### src/rtl/store_buffer.sv
// Store buffer: DEPTH-entry FIFO between store_modifier and the data-memory write port.
// Word-crossing stores become two beats only when STORE_SPLIT_EN is defined; otherwise they are truncated and flagged.
module store_buffer #(
    parameter int DEPTH = 4,
    parameter int CW    = $clog2(DEPTH) + 1
) (
    input  logic          clk,
    input  logic          rst,
    input  logic          in_valid,
    output logic          in_ready,
    input  logic [31:0]   in_addr,
    input  logic [31:0]   in_wdata,
    input  logic [3:0]    in_be,
    input  logic          in_sb,
    input  logic          in_sh,
    output logic          mem_req,
    input  logic          mem_gnt,
    output logic [31:0]   mem_addr,
    output logic [3:0]    mem_be,
    output logic [31:0]   mem_wdata,
    output logic          sb_empty,
    output logic [CW-1:0] sb_count,
    output logic          misalign_err
);

    localparam int PW = $clog2(DEPTH);
    localparam logic [1:0] ST_IDLE  = 2'd0;
    localparam logic [1:0] ST_BEAT1 = 2'd1;
    localparam logic [1:0] ST_BEAT2 = 2'd2;
    localparam logic [CW-1:0] FULL_CNT = CW'(DEPTH);

    logic [29:0]   fifo_addr_q  [DEPTH];
    logic [31:0]   fifo_wdata_q [DEPTH];
    logic [3:0]    fifo_be1_q   [DEPTH];
    logic [3:0]    fifo_be2_q   [DEPTH];
    logic          fifo_split_q [DEPTH];

    logic [1:0]    state_q, state_d;
    logic [PW-1:0] wr_ptr_q, wr_ptr_d, rd_ptr_q, rd_ptr_d;
    logic [CW-1:0] count_q, count_d;
    logic [31:0]   mem_addr_q, mem_addr_d;
    logic [3:0]    mem_be_q, mem_be_d;
    logic [31:0]   mem_wdata_q, mem_wdata_d;
    logic          misalign_q, misalign_d;

    logic          push, pop, load;
    logic [3:0]    be2_raw, in_be2;
    logic          would_split, in_split;
    logic [29:0]   head_addr;
    logic [31:0]   head_wdata;
    logic [3:0]    head_be1;

    // Second-beat lanes are the bytes that spill past the word boundary.
    function automatic logic [3:0] split_be2(input logic [1:0] off, input logic sb, input logic sh);
        logic [3:0] be2;
        be2 = 4'b0000;
        if (!sb && !sh) begin
            case (off)
                2'd1:    be2 = 4'b0001;
                2'd2:    be2 = 4'b0011;
                2'd3:    be2 = 4'b0111;
                default: be2 = 4'b0000;
            endcase
        end else if (sh && off == 2'd3) begin
            be2 = 4'b0001;
        end
        return be2;
    endfunction

    always_comb begin
        be2_raw     = split_be2(in_addr[1:0], in_sb, in_sh);
        would_split = |be2_raw;
`ifdef STORE_SPLIT_EN
        in_split = would_split;
        in_be2   = be2_raw;
`else
        in_split = 1'b0;
        in_be2   = 4'b0000;
`endif
    end

    always_comb begin
        push        = in_valid && in_ready;
        pop         = 1'b0;
        load        = 1'b0;
        state_d     = state_q;
        mem_addr_d  = mem_addr_q;
        mem_be_d    = mem_be_q;
        mem_wdata_d = mem_wdata_q;
        wr_ptr_d    = push ? wr_ptr_q + PW'(1) : wr_ptr_q;
`ifdef STORE_SPLIT_EN
        misalign_d  = 1'b0;
`else
        misalign_d  = push && would_split;
`endif
        case (state_q)
            ST_IDLE: begin
                if (push || count_q != '0) begin
                    state_d = ST_BEAT1;
                    load    = 1'b1;
                end
            end
            ST_BEAT1: begin
                if (mem_gnt) begin
                    if (fifo_split_q[rd_ptr_q]) begin
                        state_d    = ST_BEAT2;
                        mem_addr_d = mem_addr_q + 32'd4;
                        mem_be_d   = fifo_be2_q[rd_ptr_q];
                    end else begin
                        pop = 1'b1;
                    end
                end
            end
            ST_BEAT2: begin
                if (mem_gnt) pop = 1'b1;
            end
            default: state_d = ST_IDLE;
        endcase
        rd_ptr_d = pop ? rd_ptr_q + PW'(1) : rd_ptr_q;
        count_d  = count_q + CW'(push) - CW'(pop);
        if (pop) begin
            if (count_d != '0) begin
                state_d = ST_BEAT1;
                load    = 1'b1;
            end else begin
                state_d = ST_IDLE;
            end
        end
        // The next head may be the entry being written on this very edge.
        if (push && rd_ptr_d == wr_ptr_q) begin
            head_addr  = in_addr[31:2];
            head_wdata = in_wdata;
            head_be1   = in_be;
        end else begin
            head_addr  = fifo_addr_q[rd_ptr_d];
            head_wdata = fifo_wdata_q[rd_ptr_d];
            head_be1   = fifo_be1_q[rd_ptr_d];
        end
        if (load) begin
            mem_addr_d  = {head_addr, 2'b00};
            mem_be_d    = head_be1;
            mem_wdata_d = head_wdata;
        end
    end

    always_ff @(posedge clk) begin
        if (push) begin
            fifo_addr_q[wr_ptr_q]  <= in_addr[31:2];
            fifo_wdata_q[wr_ptr_q] <= in_wdata;
            fifo_be1_q[wr_ptr_q]   <= in_be;
            fifo_be2_q[wr_ptr_q]   <= in_be2;
            fifo_split_q[wr_ptr_q] <= in_split;
        end
    end

    always_ff @(posedge clk) begin
        if (rst) begin
            state_q     <= ST_IDLE;
            wr_ptr_q    <= '0;
            rd_ptr_q    <= '0;
            count_q     <= '0;
            mem_addr_q  <= '0;
            mem_be_q    <= '0;
            mem_wdata_q <= '0;
            misalign_q  <= 1'b0;
        end else begin
            state_q     <= state_d;
            wr_ptr_q    <= wr_ptr_d;
            rd_ptr_q    <= rd_ptr_d;
            count_q     <= count_d;
            mem_addr_q  <= mem_addr_d;
            mem_be_q    <= mem_be_d;
            mem_wdata_q <= mem_wdata_d;
            misalign_q  <= misalign_d;
        end
    end

    assign in_ready     = !rst && (count_q != FULL_CNT);
    assign mem_req      = (state_q != ST_IDLE);
    assign mem_addr     = mem_addr_q;
    assign mem_be       = mem_be_q;
    assign mem_wdata    = mem_wdata_q;
    assign sb_count     = count_q;
    assign sb_empty     = (count_q == '0) && (state_q == ST_IDLE);
    assign misalign_err = misalign_q;

endmodule

### config.mk
export PLATFORM = sky130hd
export DESIGN_NAME = store_buffer
export DESIGN_NICKNAME = d
export VERILOG_FILES = /design/src/rtl/store_buffer.sv
export SDC_FILE = /design/constraint.sdc
export NUM_CORES = 1
export LEC_CHECK = 0
export ABC_AREA = 1
export CORE_MARGIN = 1.5
export CORE_UTILIZATION = 55
export CTS_CLUSTER_SIZE = 30
export DETAILED_ROUTE_END_ITERATION = 7
export PLACE_DENSITY = 0.77
export RECOVER_POWER = 50
export REMOVE_ABC_BUFFERS = 1
export SLEW_MARGIN = 20
export SYNTH_ARGS = -nofsm -noshare
export SYNTH_HDL_FRONTEND = slang
export SYNTH_SLANG_ARGS = --single-unit
### constraint.sdc
create_clock -name clk -period 7.5 [get_ports clk]
set_clock_uncertainty 0.05 [all_clocks]
set_input_delay 2.25 -clock clk [delete_from_list [all_inputs] [get_ports clk]]
set_output_delay 2.25 -clock clk [all_outputs]
set_load 0.05 [all_outputs]
Word level (Yosys, flattened, before mapping) --
Memories as Yosys holds them, arrays and structs flattened. A register that Yosys moved wholly into a read port is not among the register bits. Index checks and enable logic that the tools add are counted.
Word-level totals: bits in registers 12, bits in writable memories 264, input bits 74, memories kept 3
Memory list:
- fifo_wdata_q | depth 4, width 32, read ports 1, clocked after memory_dff 1, wr ports 1, RTL line 33 | logic [31:0] fifo_wdata_q [DEPTH];
- fifo_addr_q | depth 4, width 30, read ports 1, clocked after memory_dff 1, wr ports 1, RTL line 32 | logic [29:0] fifo_addr_q [DEPTH];
- fifo_be1_q | depth 4, width 4, read ports 1, clocked after memory_dff 1, wr ports 1, RTL line 34 | logic [3:0] fifo_be1_q [DEPTH];
Operators by class: add/sub/neg operators 5, eq/ne operators 10, mux-type cells 20, reduce and logical (&&, ||, !) cells 23
Operator list (count):
- $add A32 B3 Y32 const B | 1
- $ne A3 B3 Y1 const B | 4
- $mux W1 | 11
- $mux W2 | 5
- $pmux W3 S3 | 1
- $reduce_bool A2 Y1 | 4
- $eq A2 B2 Y1 const B | 3
- $logic_and A1 B1 Y1 | 6
- $pmux W2 S3 | 1
- $reduce_and A3 Y1 | 2
- $reduce_bool A3 Y1 | 2
- $add A2 B1 Y2 const B | 2
- $eq A2 B1 Y1 const B | 2
- $mux W4 | 1
- $reduce_and A4 Y1 | 1
- $reduce_or A4 Y1 | 1
- $add A3 B1 Y3 | 1
- $logic_not A1 Y1 | 3
- $logic_not A3 Y1 | 1
- $sub A3 B1 Y3 | 1
- $logic_not A2 Y1 | 1
- $ne A2 B2 Y1 const B | 1
- $pmux W1 S2 | 1
- $reduce_or A2 Y1 | 1
- $logic_or A1 B1 Y1 | 1

Depth between registers and ports, before layout --
Gate-level depths: netlist (run 1).
depth in word-level cells 10, gate-level depth with buffers 18, gate-level depth less buffers 17

Worst setup path after synthesis (run 1) --
Ideal clock, no wire load.
path kind input -> register, from input port rst, to memory fifo_addr_q[0][0] (enable), arrival time 5.606 ns, setup slack 1.353 ns, stages 5, cells stage by stage buf_2 -> inv_2 -> nand3_2 -> clkbuf_1 -> nor2_1
Between the ends: longest elaborated chain between the ends 5
RTL lines:
- start: declaration | RTL line 8 | input logic rst,
- $logic_not A1 Y1 | RTL line 178 | assign in_ready = !rst && (count_q != FULL_CNT);
- $logic_and A1 B1 Y1 | RTL line 178
- $logic_and A1 B1 Y1 | RTL line 83 | push = in_valid && in_ready;
- $mux W1 | RTL line 147 | if (push) begin
- $mux W1
- end: declaration | RTL line 32
Every way passes these cells.

Worst setup path after layout (run 1) --
from input port rst, to output port in_ready
Between the ends: longest elaborated chain between the ends 2
RTL lines:
- $logic_not A1 Y1 | RTL line 178
- $logic_and A1 B1 Y1 | RTL line 178
- end: declaration | RTL line 10 | output logic in_ready,
Every way passes these cells.

==> results.py, run 1 <==
metrics = {
    "die": {
        "placementRows": 60,
        "die_h_um": 168,
        "dieArea_um2": 28300,
        "start_util_pct": 55.9,
        "die_x_um": 168,
        "ios": 149,
        "core-area_um2": 26900,
    },
    "placement": {
        "numPortBuffers": 146,
        "pre_cts_slack_ns": 1.20,
        "place_congestion": 0.759,
        "hpwl_um": 18000,
    },
    "drt": {
        "drt_pass1_iterations": 5,
        "drt_iter0_markers": 1040,
        "dr_wl_met3_um": 2740,
        "avgRoutedWirePerCell_um": 17.0,
        "wl_met2_um": 16700,
        "met1_length_um": 14500,
        "num_vias": 11200,
        "drcViolationCount": 0,
        "antenna_left": 0,
        "vias_per_cell": 5.51,
        "top_layer_used": "met5",
        "wl_um": 34500,
    },
    "cts": {
        "cts.path.max_buffers": 3,
        "clk_pin_slew_ns": 0.06,
        "numCtsBuffers": 36,
        "post_cts_resized": 0,
        "postCtsSetupBuffers": 0,
        "cts_tree": "yes",
        "root_buffer": "clkbuf_16",
        "cts.htree.levels": 2,
        "clkSinkCount": 340,
        "postCtsHoldBufs": 0,
        "worstSkewPairLatency_ns": 0.52,
    },
    "timing": {
        "slew_violations": 0,
        "timing.setup.tns_ns": 0,
        "max_slew_margin_pct": 27.3,
        "hold_violations": 0,
        "fmax_mhz": 161,
        "setup_viol_count_final": 0,
        "tightest_slew_ns": 1.09,
        "rsz0062_at_grt": "false",
        "fin_ws_ns": 1.30,
        "finalCriticalPeriod_ns": 6.20,
        "finalCritPeriodShare_pct": 82.7,
    },
    "synthesis": {
        "netlist_area_um2": 15000,
        "ys_ff_latch": 340,
        "synth_cell_types": 24,
        "seq_area_frac_synth_pct": 62.9,
        "syn_inst": 1559,
        "avgSynthCellArea_um2": 9.63,
        "yosysWarningCount": 0,
    },
    "power_and_ir_drop": {
        "cellPowerDensity_nw_per_um2": 373,
        "vdd_drop_max_mv": 0.282,
        "power.leakage_nw": 7.49,
    },
    "global_routing": {
        "grt.overflow.total": 0,
        "grt_pass1_vias": 10800,
        "grt_max_degree": 93,
        "antenna_found_initial": 2,
        "grt_pass1_wl_um": 55400,
        "grt_use_total_pct": 24.7,
    },
    "finish": {
        "syn_to_final_growth_pct": 18.0,
        "num-fill-cells": 2078,
        "utilization_pct": 66.0,
        "layout.nets": 1740,
        "layout-drive-gt1-share_pct": 4.63,
    },
    "setup_path": {
        "required_ns": 5.20,
        "cp_data_arrival_time_ns": 3.90,
        "worstPathMaxFanout": 8,
        "critPathLaunchType": "primary input",
        "path_cells": "dlygate4sd3_1 > inv_2 > nand2_1 > inv_1 > clkdlybuf4s50_1",
        "cpPeakStageDelay_ns": 0.79,
        "ff2ff_path_depth": 11,
        "end_kind": "output pin",
        "crit_type": "primary input to output pin",
        "path_delay_family": "buffers and inverters",
        "rrSetupSlack_ns": 3.42,
        "path_depth": 5,
        "crit_buf_inv": 4,
        "cp_slowest_cell": "clkdlybuf4s50_1",
    },
    "min_path": {
        "min-delay-path-class": "flip-flop to flip-flop",
        "holdPathStages": 2,
    },
    "flow_run": {
        "max-cap-violations": 0,
    },
    "outcome": {
        "outcome": "complete, no violations",
    },
}
[stage by stage]
stage,hold WS (ns),area (µm²),cells,power [mW]
global route,0.468,17700,2025,7.01
floorplan,0.402,14500,1455,4.23
finish,0.447,17700,2025,6.62
global placement,0.428,16600,1959,4.97
CTS,0.446,17700,2024,6.70
detailed placement,0.440,16600,1959,5.03
[cell usage after synthesis]
| cell | count | area [µm²] |
|---|---|---|
| inv_2 | 1 | 3.75 |
| o21ai_0 | 39 | 195 |
| ha_1 | 9 | 113 |
| clkbuf_1 | 27 | 101 |
| nand4_1 | 2 | 12.5 |
| buf_1 | 14 | 52.6 |
| o21bai_1 | 1 | 7.51 |
| nand3_2 | 1 | 10.0 |
| nand2_2 | 6 | 37.5 |
| buf_2 | 49 | 245 |
| nor2_1 | 122 | 458 |
| buf_6 | 8 | 90.1 |
| conb_1 | 1 | 3.75 |
| inv_1 | 174 | 653 |
| fa_1 | 1 | 20.0 |
| a21oi_1 | 5 | 25.0 |
| nand2_1 | 348 | 1310 |
| dfxtp_1 | 76 | 1520 |
| nand3b_1 | 60 | 450 |
| nand3_1 | 341 | 1710 |
| nor3_1 | 1 | 5.00 |
| edfxtp_1 | 264 | 7930 |
| buf_4 | 7 | 52.6 |
| nor2_4 | 2 | 22.5 |
[per-layer routing]
metal	vias up	GRT usage, %
met2	446	42.3
met1	5291	32.5
met4	2	7.22
met3	53	3.95
li1	5364	-
met5	-	0
[tightest hold or removal path, cell delays in order, from the launching register on]
cell	delay, ns
dfxtp_1	0.33
nand3_1	0.08
nor2_1	0.04
[layout by cell type (no fill, tap or decap), types with 2 or more instances in the layout]
cell / count
a21oi_1: 5
buf_12: 4
buf_4: 12
clkbuf_1: 17
clkbuf_16: 38
clkbuf_8: 4
clkdlybuf4s50_1: 9
clkinv_1: 4
clkinv_2: 2
conb_1: 2
dfxtp_1: 76
dlygate4sd3_1: 137
edfxtp_1: 264
ha_1: 9
inv_1: 174
nand2_1: 345
nand2_2: 3
nand2_4: 6
nand3_1: 341
nand3b_1: 60
nand4_1: 2
nor2_1: 118
nor2_4: 6
o21ai_0: 39
[layout make-up]
cell class	instances	area, µm²	area share, %
Antenna cell	1	2.50	0.0141
Clock buffer	58	1070	6.01
Clock inverter	7	41.3	0.233
Inverter	175	657	3.71
Multi-Input combinational cell	940	4450	25.1
Sequential cell	340	9450	53.3
Tap cell	341	427	2.41
Timing Repair Buffer	163	1640	9.22
[report_power, final]
part           internal [mW]  switching, mW  total [mW]
combinational          0.778           1.82        2.60
clock                  0.974          0.697        1.67
sequential              2.25         0.0891        2.34
[cell families (layout without fill, tap and decap cells)]
kind of cell | count (synthesis) | in the layout | synth area share (%)
AO/OA/AOI/OAI | 45 | 45 | 1.52
adder cells (fa/ha/maj) | 10 | 10 | 0.883
buffers and inverters | 280 | 403 | 7.98
flip-flops | 340 | 340 | 62.9
other | 1 | 3 | 0.0250
AND/OR/NAND/NOR | 883 | 883 | 26.7
[registers in the layout, indices dropped and copies added (netlist names)]
register,flops
fifo_addr_q,120
fifo_be1_q,16
fifo_wdata_q,128
mem_addr,30
mem_be,4
mem_wdata,32
misalign_err,1
rd_ptr_q,2
sb_count,3
state_q,2
wr_ptr_q,2
[path summary, 6_finish.rpt]
check                           from                         to
max                              rst                   in_ready
min          state_q[1]$_SDFFE_PP0P_    state_q[1]$_SDFFE_PP0P_
max reg2reg  state_q[0]$_SDFFE_PP0P_  mem_addr[15]$_SDFFE_PP0P_
min reg2reg  state_q[1]$_SDFFE_PP0P_    state_q[1]$_SDFFE_PP0P_
No activity file was read; power rests on OpenSTA's default activity.
==> inputs of run 2 (changes only) <==
Settings changed: CORE_UTILIZATION 55 to 52.
Clock period 7.5 ns to 5.6 ns, I/O delays scaled along.
==> run 2 against run 1 <==
Effect of this change: the run now ends with capacitance limit, slew limit left; count of clock-buffer cells in the layout decreased by 14; power rose by 40%; worst setup slack got worse by 0.58 ns; final cell count grew 2.7%; register-to-register slack got worse by 1.1 ns; sequential cell count did not move; sequential share of layout area shrank 0.81 points; clock power increased by 50%; global-route usage decreased by 1.4 points; non-clock buffer count up 11; routed wire length rose by 0.70%; critical endpoint unchanged.
==> results.py, run 2 (synthesis gave the netlist of run 1 again) <==
metrics = {
    "drt": {
        "antenna_left": 0,
        "drt_iter0_markers": 998,
        "num_vias": 11100,
        "wl_um": 34800,
        "avgRoutedWirePerCell_um": 16.7,
        "vias_per_cell": 5.34,
        "drcViolationCount": 0,
        "drt_pass1_iterations": 5,
    },
    "setup_path": {
        "ff2ff_path_depth": 15,
        "path_delay_family": "buffers and inverters",
        "path_cells": "dlygate4sd3_1 > inv_1 > buf_4 > nand2_1 > inv_1 > buf_12",
        "path_depth": 6,
        "worstPathMaxFanout": 26,
        "cpPeakStageDelay_ns": 0.67,
        "rrSetupSlack_ns": 2.30,
        "required_ns": 3.87,
        "timing.rr.start": "state_q[0]$_SDFFE_PP0P_",
        "crit_buf_inv": 5,
        "cp_data_arrival_time_ns": 3.15,
        "end_kind": "output pin",
        "path_common_cell": "inv_1",
        "cp_slowest_cell": "dlygate4sd3_1",
        "critPathLaunchType": "primary input",
        "rr_endpoint": "mem_wdata[22]$_SDFFE_PP0P_",
        "crit_type": "primary input to output pin",
    },
    "cts": {
        "worstSkewPairLatency_ns": 0.52,
        "cts.path.max_buffers": 3,
        "numCtsBuffers": 36,
        "postCtsHoldBufs": 0,
        "post_cts_resized": 0,
        "cts_tree": "yes",
        "cts.htree.levels": 2,
        "clkSinkCount": 340,
        "root_buffer": "clkbuf_16",
        "clk_pin_slew_ns": 0.06,
        "postCtsSetupBuffers": 0,
    },
    "placement": {
        "place_congestion": 0.797,
        "place_area_um2": 16800,
        "hpwl_um": 18600,
        "numPortBuffers": 146,
        "dpl.cell_count": 2013,
    },
    "finish": {
        "diodes": 0,
        "fin_area_um2": 18000,
        "final_common_cell": "nand2_1",
        "largest_reg_flops": 128,
        "layout_common_cells": "nand2_1 (345), nand3_1 (341), edfxtp_1 (264)",
        "layout.nets": 1751,
        "syn_to_final_growth_pct": 19.9,
        "layout-drive-gt1-share_pct": 5.84,
        "finalNonFillerCells": 2079,
        "max_flop_register": "fifo_wdata_q",
    },
    "flow_run": {
        "max-cap-violations": 4,
    },
    "global_routing": {
        "antenna_found_initial": 2,
        "grt.overflow.total": 0,
        "grt_pass1_vias": 10700,
        "grt_use_total_pct": 23.3,
        "grt_max_degree": 124,
        "grt_pass1_wl_um": 55600,
    },
    "min_path": {
        "holdPathStages": 2,
        "hp-start": "state_q[1]$_SDFFE_PP0P_",
        "min-delay-path-class": "flip-flop to flip-flop",
        "min_to": "state_q[1]$_SDFFE_PP0P_",
    },
    "die": {
        "start_util_pct": 52.6,
        "ios": 149,
        "dieArea_um2": 29900,
        "core-area_um2": 28500,
        "die_h_um": 173,
        "placementRows": 62,
        "die_x_um": 173,
    },
    "outcome": {
        "outcome": "complete, but fails checks",
        "violations": "capacitance limit, slew limit",
    },
    "timing": {
        "hold_ws_ns": 0.449,
        "setup_viol_count_final": 0,
        "slew_violations": 207,
        "finalCriticalPeriod_ns": 4.88,
        "tightest_slew_ns": 2.10,
        "finalCritPeriodShare_pct": 87.1,
        "fmax_mhz": 205,
        "max_slew_margin_pct": -40.0,
        "hold_violations": 0,
        "rsz0062_at_grt": "false",
    },
    "power_and_ir_drop": {
        "p_int_mw": 5.72,
        "swShare_pct": 38.3,
        "vdd_drop_max_mv": 0.280,
        "power.leakage_nw": 7.47,
        "pwr-share-seq_pct": 34.0,
        "p_sw_mw": 3.55,
        "p_clk_share_pct": 27.1,
        "combPwrFrac_pct": 38.9,
        "cellPowerDensity_nw_per_um2": 515,
    },
}
[run 2: changes by cell type in the layout (fill, tap and decap cells not counted), sizes merged]
| cell | before | now |
|---|---|---|
| bufinv | 0 | 6 |
| clkbuf | 59 | 49 |
| buf | 16 | 24 |
| diode | 1 | 0 |
| clkdlybuf4s50 | 9 | 78 |
| clkinv | 7 | 14 |
| clkinvlp | 0 | 2 |
| dlygate4sd3 | 137 | 67 |
[run 2: per-stage QoR]
step                      utilization [%]  worst slack (ns)  power [mW]  setup TNS, ns
final                                63.1             0.724        9.26              0
after global routing                 63.1             0.646        9.79              0
after CTS                            63.2             0.804        9.32              0
after detailed placement             58.7             0.824        6.79              0
after global placement               58.7             0.876        6.70              0
after floorplan                         -             -2.57        5.67        -231.92
[run 2: power groups by stage]
stage / Clock [mW] / Combinational, mW / Sequential, mW
2_1_floorplan: 0 / 1.85 / 3.81
3_3_place_gp: 0 / 3.51 / 3.20
3_5_place_dp: 0 / 3.59 / 3.20
4_1_cts: 2.55 / 3.63 / 3.15
5_1_grt: 2.64 / 3.98 / 3.18
6_report: 2.51 / 3.60 / 3.15
[run 2: worst max path at each step]
stage / slack, ns / start / end
after global routing: 0.65 / rst / in_ready
after floorplan: -2.57 / mem_gnt / mem_addr[12]$_SDFFE_PP0P_
after detailed placement: 0.82 / rst / in_ready
after CTS: 0.80 / rst / in_ready
final: 0.72 / rst / in_ready
after global placement: 0.88 / rst / in_ready
[run 2: worst reg2reg max path, delay by kind of cell (launching register included)]
kind	cells	cell delay (ns)
buf+inv	4	0.50
compound gates	1	0.10
fa+ha+maj	4	1.36
simple gates	6	0.86
flops	1	0.36
[run 2: area by class of cell]
type / instances / area (µm²)
Sequential cell: 340 / 9450
Timing Repair Buffer: 174 / 1690
Clock buffer: 44 / 995
Tap cell: 384 / 480
Fill cell: 2313 / 10500
Clock inverter: 22 / 279
Multi-Input combinational cell: 940 / 4450
Inverter: 175 / 657
[run 2: routing by layer]
metal  vias up  part of all wire, %  wire length, µm  track usage (%)
met4         2                  2.7              948             8.48
li1       5384                    -                -                -
met5         -                0.037               13                0
met1      5199                   42            14600             30.6
met3        81                  6.9             2400             3.47
met2       432                   48            16800             39.5
